===== src/rtl/imul_iter_unit.sv =====
// imul_iter_unit: iterative shift-add 32x32 multiplier returning the low 32 product bits
// Ports: clk, reset (asynchronous, active-low)
//        req_val/req_rdy, req_a (multiplicand), req_b (multiplier) : request handshake
//        resp_val/resp_rdy, resp_result (low 32 bits of req_a*req_b) : response handshake
//        squash : kill the in-flight operation, busy : unit is not idle
module imul_iter_unit #(
    parameter bit p_early_exit = 1'b1
) (
    input  logic        clk,
    input  logic        reset,
    input  logic        req_val,
    output logic        req_rdy,
    input  logic [31:0] req_a,
    input  logic [31:0] req_b,
    output logic        resp_val,
    input  logic        resp_rdy,
    output logic [31:0] resp_result,
    input  logic        squash,
    output logic        busy
);
    typedef enum logic [1:0] {IDLE = 2'd0, CALC = 2'd1, DONE = 2'd2} state_t;
    state_t      state, state_nxt;
    logic [31:0] a_reg, b_reg, acc;
    logic [4:0]  cnt;
    logic        accept, last;
    assign accept = req_val && req_rdy;
    // the current iteration is the final one: 32nd pass, or no multiplier bits remain after it
    assign last = cnt == 5'd31 || (p_early_exit && b_reg[31:1] == 31'd0);
    always_ff @(posedge clk or negedge reset) begin
        if (!reset) state <= IDLE;
        else        state <= state_nxt;
    end
    // squash takes priority over both the iteration exit and the response handshake
    always_comb begin
        state_nxt = state == IDLE ? (accept ? CALC : IDLE)
                  : state == CALC ? (squash ? IDLE : last ? DONE : CALC)
                  : state == DONE ? ((squash || resp_rdy) ? IDLE : DONE)
                  : IDLE;
    end
    always_comb begin
        req_rdy     = state == IDLE && !squash;
        resp_val    = state == DONE;
        resp_result = state == DONE ? acc : 32'd0;
        busy        = state != IDLE;
    end
    always_ff @(posedge clk or negedge reset) begin
        if (!reset) begin
            a_reg <= '0;
            b_reg <= '0;
            acc   <= '0;
            cnt   <= '0;
        end else if (accept) begin
            a_reg <= req_a;
            b_reg <= req_b;
            acc   <= '0;
            cnt   <= '0;
        end else if (state == CALC) begin
            acc   <= b_reg[0] ? acc + a_reg : acc;
            a_reg <= a_reg << 1;
            b_reg <= b_reg >> 1;
            cnt   <= cnt + 5'd1;
        end
    end
endmodule

===== config.mk =====
export PLATFORM = sky130hd
export DESIGN_NAME = imul_iter_unit
export DESIGN_NICKNAME = d
export VERILOG_FILES = /design/src/rtl/imul_iter_unit.sv
export SDC_FILE = /design/constraint.sdc
export NUM_CORES = 1
export LEC_CHECK = 0
export ABC_AREA = 1
export BUFFER_PORTS_ARGS = -buffer_cell sky130_fd_sc_hd__buf_2
export CAP_MARGIN = 15
export CORE_UTILIZATION = 40
export CTS_CLUSTER_SIZE = 28
export DETAILED_ROUTE_END_ITERATION = 6
export PLACE_DENSITY_LB_ADDON = 0.1
export SYNTH_ARGS = -nofsm -noshare
export SYNTH_HDL_FRONTEND = slang
export SYNTH_SLANG_ARGS = --single-unit

===== constraint.sdc =====
create_clock -name clk -period 1.8 [get_ports clk]
set_input_delay 0.18 -clock clk [delete_from_list [all_inputs] [get_ports clk]]
set_output_delay 0.18 -clock clk [all_outputs]
set_load 0.005 [all_outputs]

==> flow_metrics.tcl, run 1 <==
set metrics [dict create \
    outcome "finished, violations left" \
    violations "setup timing" \
    swShare_pct 46.4 \
    fin_crit_ns 1.83 \
    cellLeakagePower_nw 4.94 \
    ir_drop_uv 624 \
    ys_seq_area_share_pct 36.6 \
    r2r-end "acc[20]$_DFFE_PN0P_" \
    worstPathMaxFanout 4 \
    hold_path.class "in2reg" \
    hold_depth 3 \
    grt_pass1_vias 6893 \
    core_mm2 0.0172 \
    crit_arrival_ns 2.12 \
    maxCapViolCount 0 \
    hold_ws_ns 0.0216 \
    place_area_mm2 0.00822 \
    top_layer "met4" \
    start_kind "register" \
    cp-end-kind "register" \
    ys_ff_latch 103 \
    route.met3.wl_um 944 \
    hold_viol_final 0 \
    utilization_pct 54.1 \
    preCtsSetupSlack_ns -0.139 \
    wl_mm 21.0 \
    clk_pin_slew_ns 0.09 \
    crit_family "simple AND/OR/NAND/NOR gates" \
    cp_num_buf_inv 0 \
    hold_end "a_reg[26]$_DFFE_PN0P_" \
    powerDensity_mw_per_mm2 1730 \
    ff2ff_setup_slack_ns -0.03 \
    layout-drive-gt1-share_pct 28.4 \
    firstDrtPassIters 5 \
    antenna_found_initial 1 \
    diodes 0 \
    worst_slack_ns -0.0300 \
    pwr-share-seq_pct 26.7 \
    synthArstFlopShare_pct 100 \
    yosys-top-cells-count "nand2_1 (292), inv_1 (218), o21ai_0 (119), dfrtp_1 (103), nor2_1 (81)" \
    root_buffer "clkbuf_16" \
    setup_violations 7 \
    synth_cells 1041 \
    nets 1304 \
    synth_top_area_share_pct 36.6 \
    rsz0062_at_grt "true" \
    total_power_mw 16.2 \
    yosys.cell_count.top_type "nand2_1" \
    syn_area_mm2 0.00704 \
    vias 7026 \
    clockPowerShare_pct 13.4 \
    crit_chain "ha_2 > fa_2 > nand3_2 > nand3_4 > nand4_1 > nand3_2 > nand2_1 > nand2_1 > o21ai_2" \
    drt_iter0_drc 352 \
    worstSetupPathType "reg2reg" \
    pin_count 104 \
    yosysUniqueCellTypes 33 \
    synth_flop_cell "dfrtp_1" \
    clock-sinks 103 \
    clock_skew_ns 0.0122 \
    die_x_um 135 \
    ff2ff_path_depth 9 \
    gp_congestion 0.862 \
    drt-wirelength-per-cell_um 14.7 \
    num_rows 48 \
    io_buffers 103 \
    required_ns 2.09 \
    synth_area_leaders "dfrtp_1 (37%), nand2_1 (16%), inv_1 (12%)" \
    dp_hpwl_mm 15.4 \
    initial_core_util_pct 40.8 \
    min_from "req_a[26]" \
    grt_pass1_wl_mm 34.1 \
    synth_nets 1144 \
    final.setup.tns_ns -0.122 \
    synth-edff-count 0 \
    drc 0 \
    tightest_slew_ns 0.470 \
    cp.depth 9 \
    place_inst 1404 \
    yosysWarnings 0 \
    comb_power_share_pct 59.9 \
    wl_met1_mm 10.1 \
    fmax_mhz 546 \
    slew_viol_final 0 \
    wl_met2_mm 9.58 \
    grt-ovfl-total 0 \
    area_growth_pct 32.6 \
    cts_buffer_depth 2 \
    fin_crit_sh_pct 102 \
    slew_headroom_pct 68.7 \
    vias_per_cell 4.91 \
    p_sw_mw 7.51 \
    syn_avg_cell_area_um2 6.76 \
    cts_tree "built" \
    reg2reg_from "a_reg[0]$_DFFE_PN0P_" \
    grt_util_all_layers_pct 24.1 \
    clk-insertion-delay-late_ns 0.37 \
    stdcell_count 1431 \
    dieHeight_um 135 \
    intPower_mw 8.68 \
    crit_path_top_delay_cell "dfrtp_1" \
    ant_nets 0 \
    critPathMaxStageDelay_ns 0.39 \
    die-area_mm2 0.0181 \
    grt_max_degree 37 \
    final_area_mm2 0.00933 \
    numCtsBuffers 9 \
    htree_num_levels 3 \
    yosysTopAreaCell "dfrtp_1" \
]
how the worst max path moves through the flow:
stage / endpoint / startpoint
floorplan: acc[24]$_DFFE_PN0P_ / a_reg[0]$_DFFE_PN0P_
global placement: acc[20]$_DFFE_PN0P_ / a_reg[18]$_DFFE_PN0P_
detailed placement: acc[18]$_DFFE_PN0P_ / a_reg[0]$_DFFE_PN0P_
CTS: acc[24]$_DFFE_PN0P_ / acc[0]$_DFFE_PN0P_
global route: acc[24]$_DFFE_PN0P_ / a_reg[0]$_DFFE_PN0P_
finish: acc[20]$_DFFE_PN0P_ / a_reg[0]$_DFFE_PN0P_
power groups by stage:
stage	combinational [mW]	clock (mW)	sequential [mW]
2_1_floorplan	5.26	0	3.85
3_3_place_gp	7.92	0	4.09
3_5_place_dp	7.98	0	4.11
4_1_cts	8.73	2.19	4.25
5_1_grt	10.9	2.29	4.45
6_report	9.70	2.16	4.33
layout by cell type, fill, tap and decap left out, drive strengths merged:
master and n:
o22ai 4, a21oi 32, ha 33, a31oi 2
bufinv 1, clkbuf 9, xnor2 3, nor3 7
a22oi 2, xor2 2, inv 226, nor2 85
o221ai 30, clkinv 2, and2 3, o21bai 3
buf 178, fa 1, dfrtp 103, o21ai 125
nand2 300, nand3 40, o211ai 1, nand4 12
a21o 1, dlygate4sd3 1
final cells by class:
class	count	area [um2]
Clock buffer	9	225
Clock inverter	7	95.1
Fill cell	1725	7900
Inverter	222	838
Multi-Input combinational cell	686	4150
Sequential cell	103	2590
Tap cell	225	282
Timing Repair Buffer	179	1160
logic make-up after synthesis:
kind of cell | after synthesis | synth area share [%]
compound gates | 200 | 16.2
xor+xnor | 5 | 0.622
buf+inv | 252 | 14.5
simple gates | 447 | 26.0
fa+ha+maj | 34 | 6.15
flops | 103 | 36.6
layer usage:
layer | up-vias | global-route usage, %
li1 | 3599 | -
met1 | 3260 | 33.1
met2 | 135 | 38.7
met3 | 32 | 4.20
met4 | 0 | 6.93
met5 | - | 0
worst register-to-register path, stage by stage (launching register included):
cell and delay (ns):
dfrtp_1 0.39, ha_2 0.20, fa_2 0.38, nand3_2 0.13, nand3_4 0.10, nand4_1 0.15, nand3_2 0.14, nand2_1 0.09
nand2_1 0.06, o21ai_2 0.11
repair_timing:
action,4_1_cts,5_1_grt
setup buffers,5,5
pin swaps,14,28
endpoints found under the setup margin,31,46
hold buffers,1,0
resized for setup,58,110
endpoints found under the hold margin,24,0
Power figures use the tool's default switching activity.
==> inputs of run 2 (changes only) <==
- ABC_AREA: 1 -> 0
- GPL_TIMING_DRIVEN: not set -> 0
==> flow_metrics.tcl, run 2 <==
set metrics [dict create \
    dieHeight_um 126 \
    wl_mm 17.5 \
    clock-sinks 103 \
    place_area_mm2 0.00694 \
    hold_ws_ns 0.0226 \
    required_ns 2.05 \
    cp-end-kind "register" \
    worst_slack_ns -0.924 \
    synth_cells 714 \
    worstSetupPathType "reg2reg" \
    slew_headroom_pct 59.2 \
    stdcell_count 1043 \
    drt-wirelength-per-cell_um 16.7 \
    outcome "finished, violations left" \
    violations "DRC, setup timing" \
    drc 5 \
    yosysUniqueCellTypes 49 \
    cts_buffer_depth 2 \
    final_common_cell "nand2_1" \
    dp_hpwl_mm 12.1 \
    numCtsBuffers 9 \
    tightest_slew_ns 0.612 \
    ys_ff_latch 103 \
    grt_max_degree 65 \
    synth_top_area_share_pct 42.1 \
    vias 5707 \
    grt-ovfl-total 0 \
    synthArstFlopShare_pct 100 \
    synth_flop_cell "dfrtp_1" \
    yosys-top-cells-count "nand2_1 (154), dfrtp_1 (103), nor2_1 (49), o21ai_0 (41), clkbuf_1 (35)" \
    powerDensity_mw_per_mm2 1430 \
    grt_pass1_vias 5640 \
    layout_common_cells "nand2_1 (151), buf_2 (105), dfrtp_1 (101)" \
    nets 957 \
    fin_crit_sh_pct 151 \
    gp_congestion 0.869 \
    syn_avg_cell_area_um2 8.57 \
    hold_path.class "in2reg" \
    diodes 0 \
    yosys.cell_count.top_type "nand2_1" \
    yosysTopAreaCell "dfrtp_1" \
    die-area_mm2 0.0158 \
    initial_core_util_pct 41.5 \
    hold_viol_final 0 \
    core_mm2 0.0148 \
    clk-insertion-delay-late_ns 0.37 \
    start_kind "register" \
    fmax_mhz 367 \
    root_buffer "clkbuf_16" \
    cellLeakagePower_nw 3.88 \
    synth-edff-count 0 \
    layout-drive-gt1-share_pct 27.8 \
    antenna_found_initial 0 \
    ant_nets 0 \
    syn_area_mm2 0.00612 \
    htree_num_levels 3 \
    area_growth_pct 28.0 \
    fin_crit_ns 2.72 \
    synth_area_leaders "dfrtp_1 (42%), nand2_1 (9.4%), ha_1 (6.7%)" \
    die_x_um 126 \
    synth_nets 817 \
    utilization_pct 53.1 \
    worstPathMaxFanout 2 \
    num_rows 44 \
    ir_drop_uv 621 \
    pin_count 104 \
    final_area_mm2 0.00783 \
    clock_skew_ns 0.0124 \
    drt_iter0_drc 298 \
    io_buffers 103 \
    cts_tree "built" \
    clk_pin_slew_ns 0.08 \
    vias_per_cell 5.47 \
    yosysWarnings 0 \
    firstDrtPassIters 6 \
    maxCapViolCount 0 \
    ys_seq_area_share_pct 42.1 \
    crit_arrival_ns 2.97 \
    grt_pass1_wl_mm 28.1 \
    place_inst 1002 \
    setup_violations 26 \
    rsz0062_at_grt "true" \
    slew_viol_final 0 \
    grt_util_all_layers_pct 22.5 \
]
[run 2: cell types whose count changed in the layout (fill, tap and decap cells not counted), moves of 22 or more]
| cell | previous run | this run |
|---|---|---|
| a22oi_1 | 2 | 31 |
| a31oi_1 | 2 | 33 |
| a21o_1 | 1 | 23 |
| o221ai_1 | 30 | 0 |
| nand2_1 | 251 | 151 |
| o21ai_0 | 106 | 15 |
| and2_1 | 3 | 33 |
| nand2_2 | 37 | 1 |
| buf_4 | 69 | 22 |
| inv_1 | 210 | 5 |
[run 2: path summary, 6_finish.rpt]
path / slack (ns) / startpoint / cells past startpoint / endpoint
worst max-delay path: -0.92 / a_reg[0]$_DFFE_PN0P_ / 11 / acc[28]$_DFFE_PN0P_
worst min-delay path: 0.02 / req_b[31] / 3 / b_reg[31]$_DFFE_PN0P_
worst max register to register: -0.92 / a_reg[0]$_DFFE_PN0P_ / 11 / acc[28]$_DFFE_PN0P_
worst min register to register: 0.47 / acc[31]$_DFFE_PN0P_ / 1 / acc[31]$_DFFE_PN0P_
max in group asynchronous: 0.73 / reset / 3 / acc[1]$_DFFE_PN0P_
min in group asynchronous: 0.34 / reset / 2 / acc[4]$_DFFE_PN0P_
[run 2: per-layer routing]
layer,track usage [%],up-vias,wire (um)
met5,0,-,0
met4,5.67,0,282
met3,4.42,21,661
met2,38.1,125,8450
met1,29.4,2758,8080
li1,-,2803,-
[run 2: metrics by stage]
stage / setup TNS (ns) / worst slack [ns] / power [mW]
after CTS: -13.71 / -0.891 / 10.8
after global routing: -17.97 / -1.03 / 12.0
after floorplan: -7.65 / -0.703 / 6.94
after global placement: -95.94 / -1.06 / 7.90
final: -15.14 / -0.924 / 11.2
after detailed placement: -30.57 / -1.07 / 8.02
[run 2: power by group]
group	switching, mW	internal (mW)	total, mW
logic	2.90	2.49	5.39
registers	0.733	3.08	3.81
clock network	1.02	0.982	2.00
[run 2: cell type report]
type                    count  area (um2)
well taps                 184         230
clock buffers               9         225
fillers                  1414        6920
flip-flops and latches    103        2580
inverters                   6        22.5
multi-input cells         565        3730
repair buffers            130         762
clock inverters             7        70.1
plain buffers              39         210
[run 2: critical path: stages (launching register included)]
cell	delay, ns
dfrtp_1	0.42
ha_4	0.18
fa_2	0.35
a21oi_2	0.16
o21ai_2	0.09
a2111oi_4	0.42
o31ai_2	0.14
a21oi_2	0.19
o21ai_2	0.09
a221o_1	0.35
xnor2_1	0.14
o21ai_1	0.07
[run 2: cell families (layout without fill, tap and decap cells)]
kind of cell | Yosys count | in the layout | share of synthesized area, %
and+or+nand+nor | 304 | 304 | 22.1
buffers and inverters | 46 | 191 | 2.86
adders and majority gates | 34 | 34 | 7.08
xor gates and xnor gates | 30 | 30 | 4.29
muxes | 2 | 2 | 0.327
AOI/OAI and AO/OA | 195 | 195 | 21.2
DFF | 103 | 103 | 42.1
[run 2: repair_timing]
action,4_1_cts,5_1_grt
gates resized for setup,76,58
endpoints found under the hold margin,39,0
pin swaps,26,29
buffers inserted,24,8
endpoints found under the setup margin,131,89
hold buffers,1,0
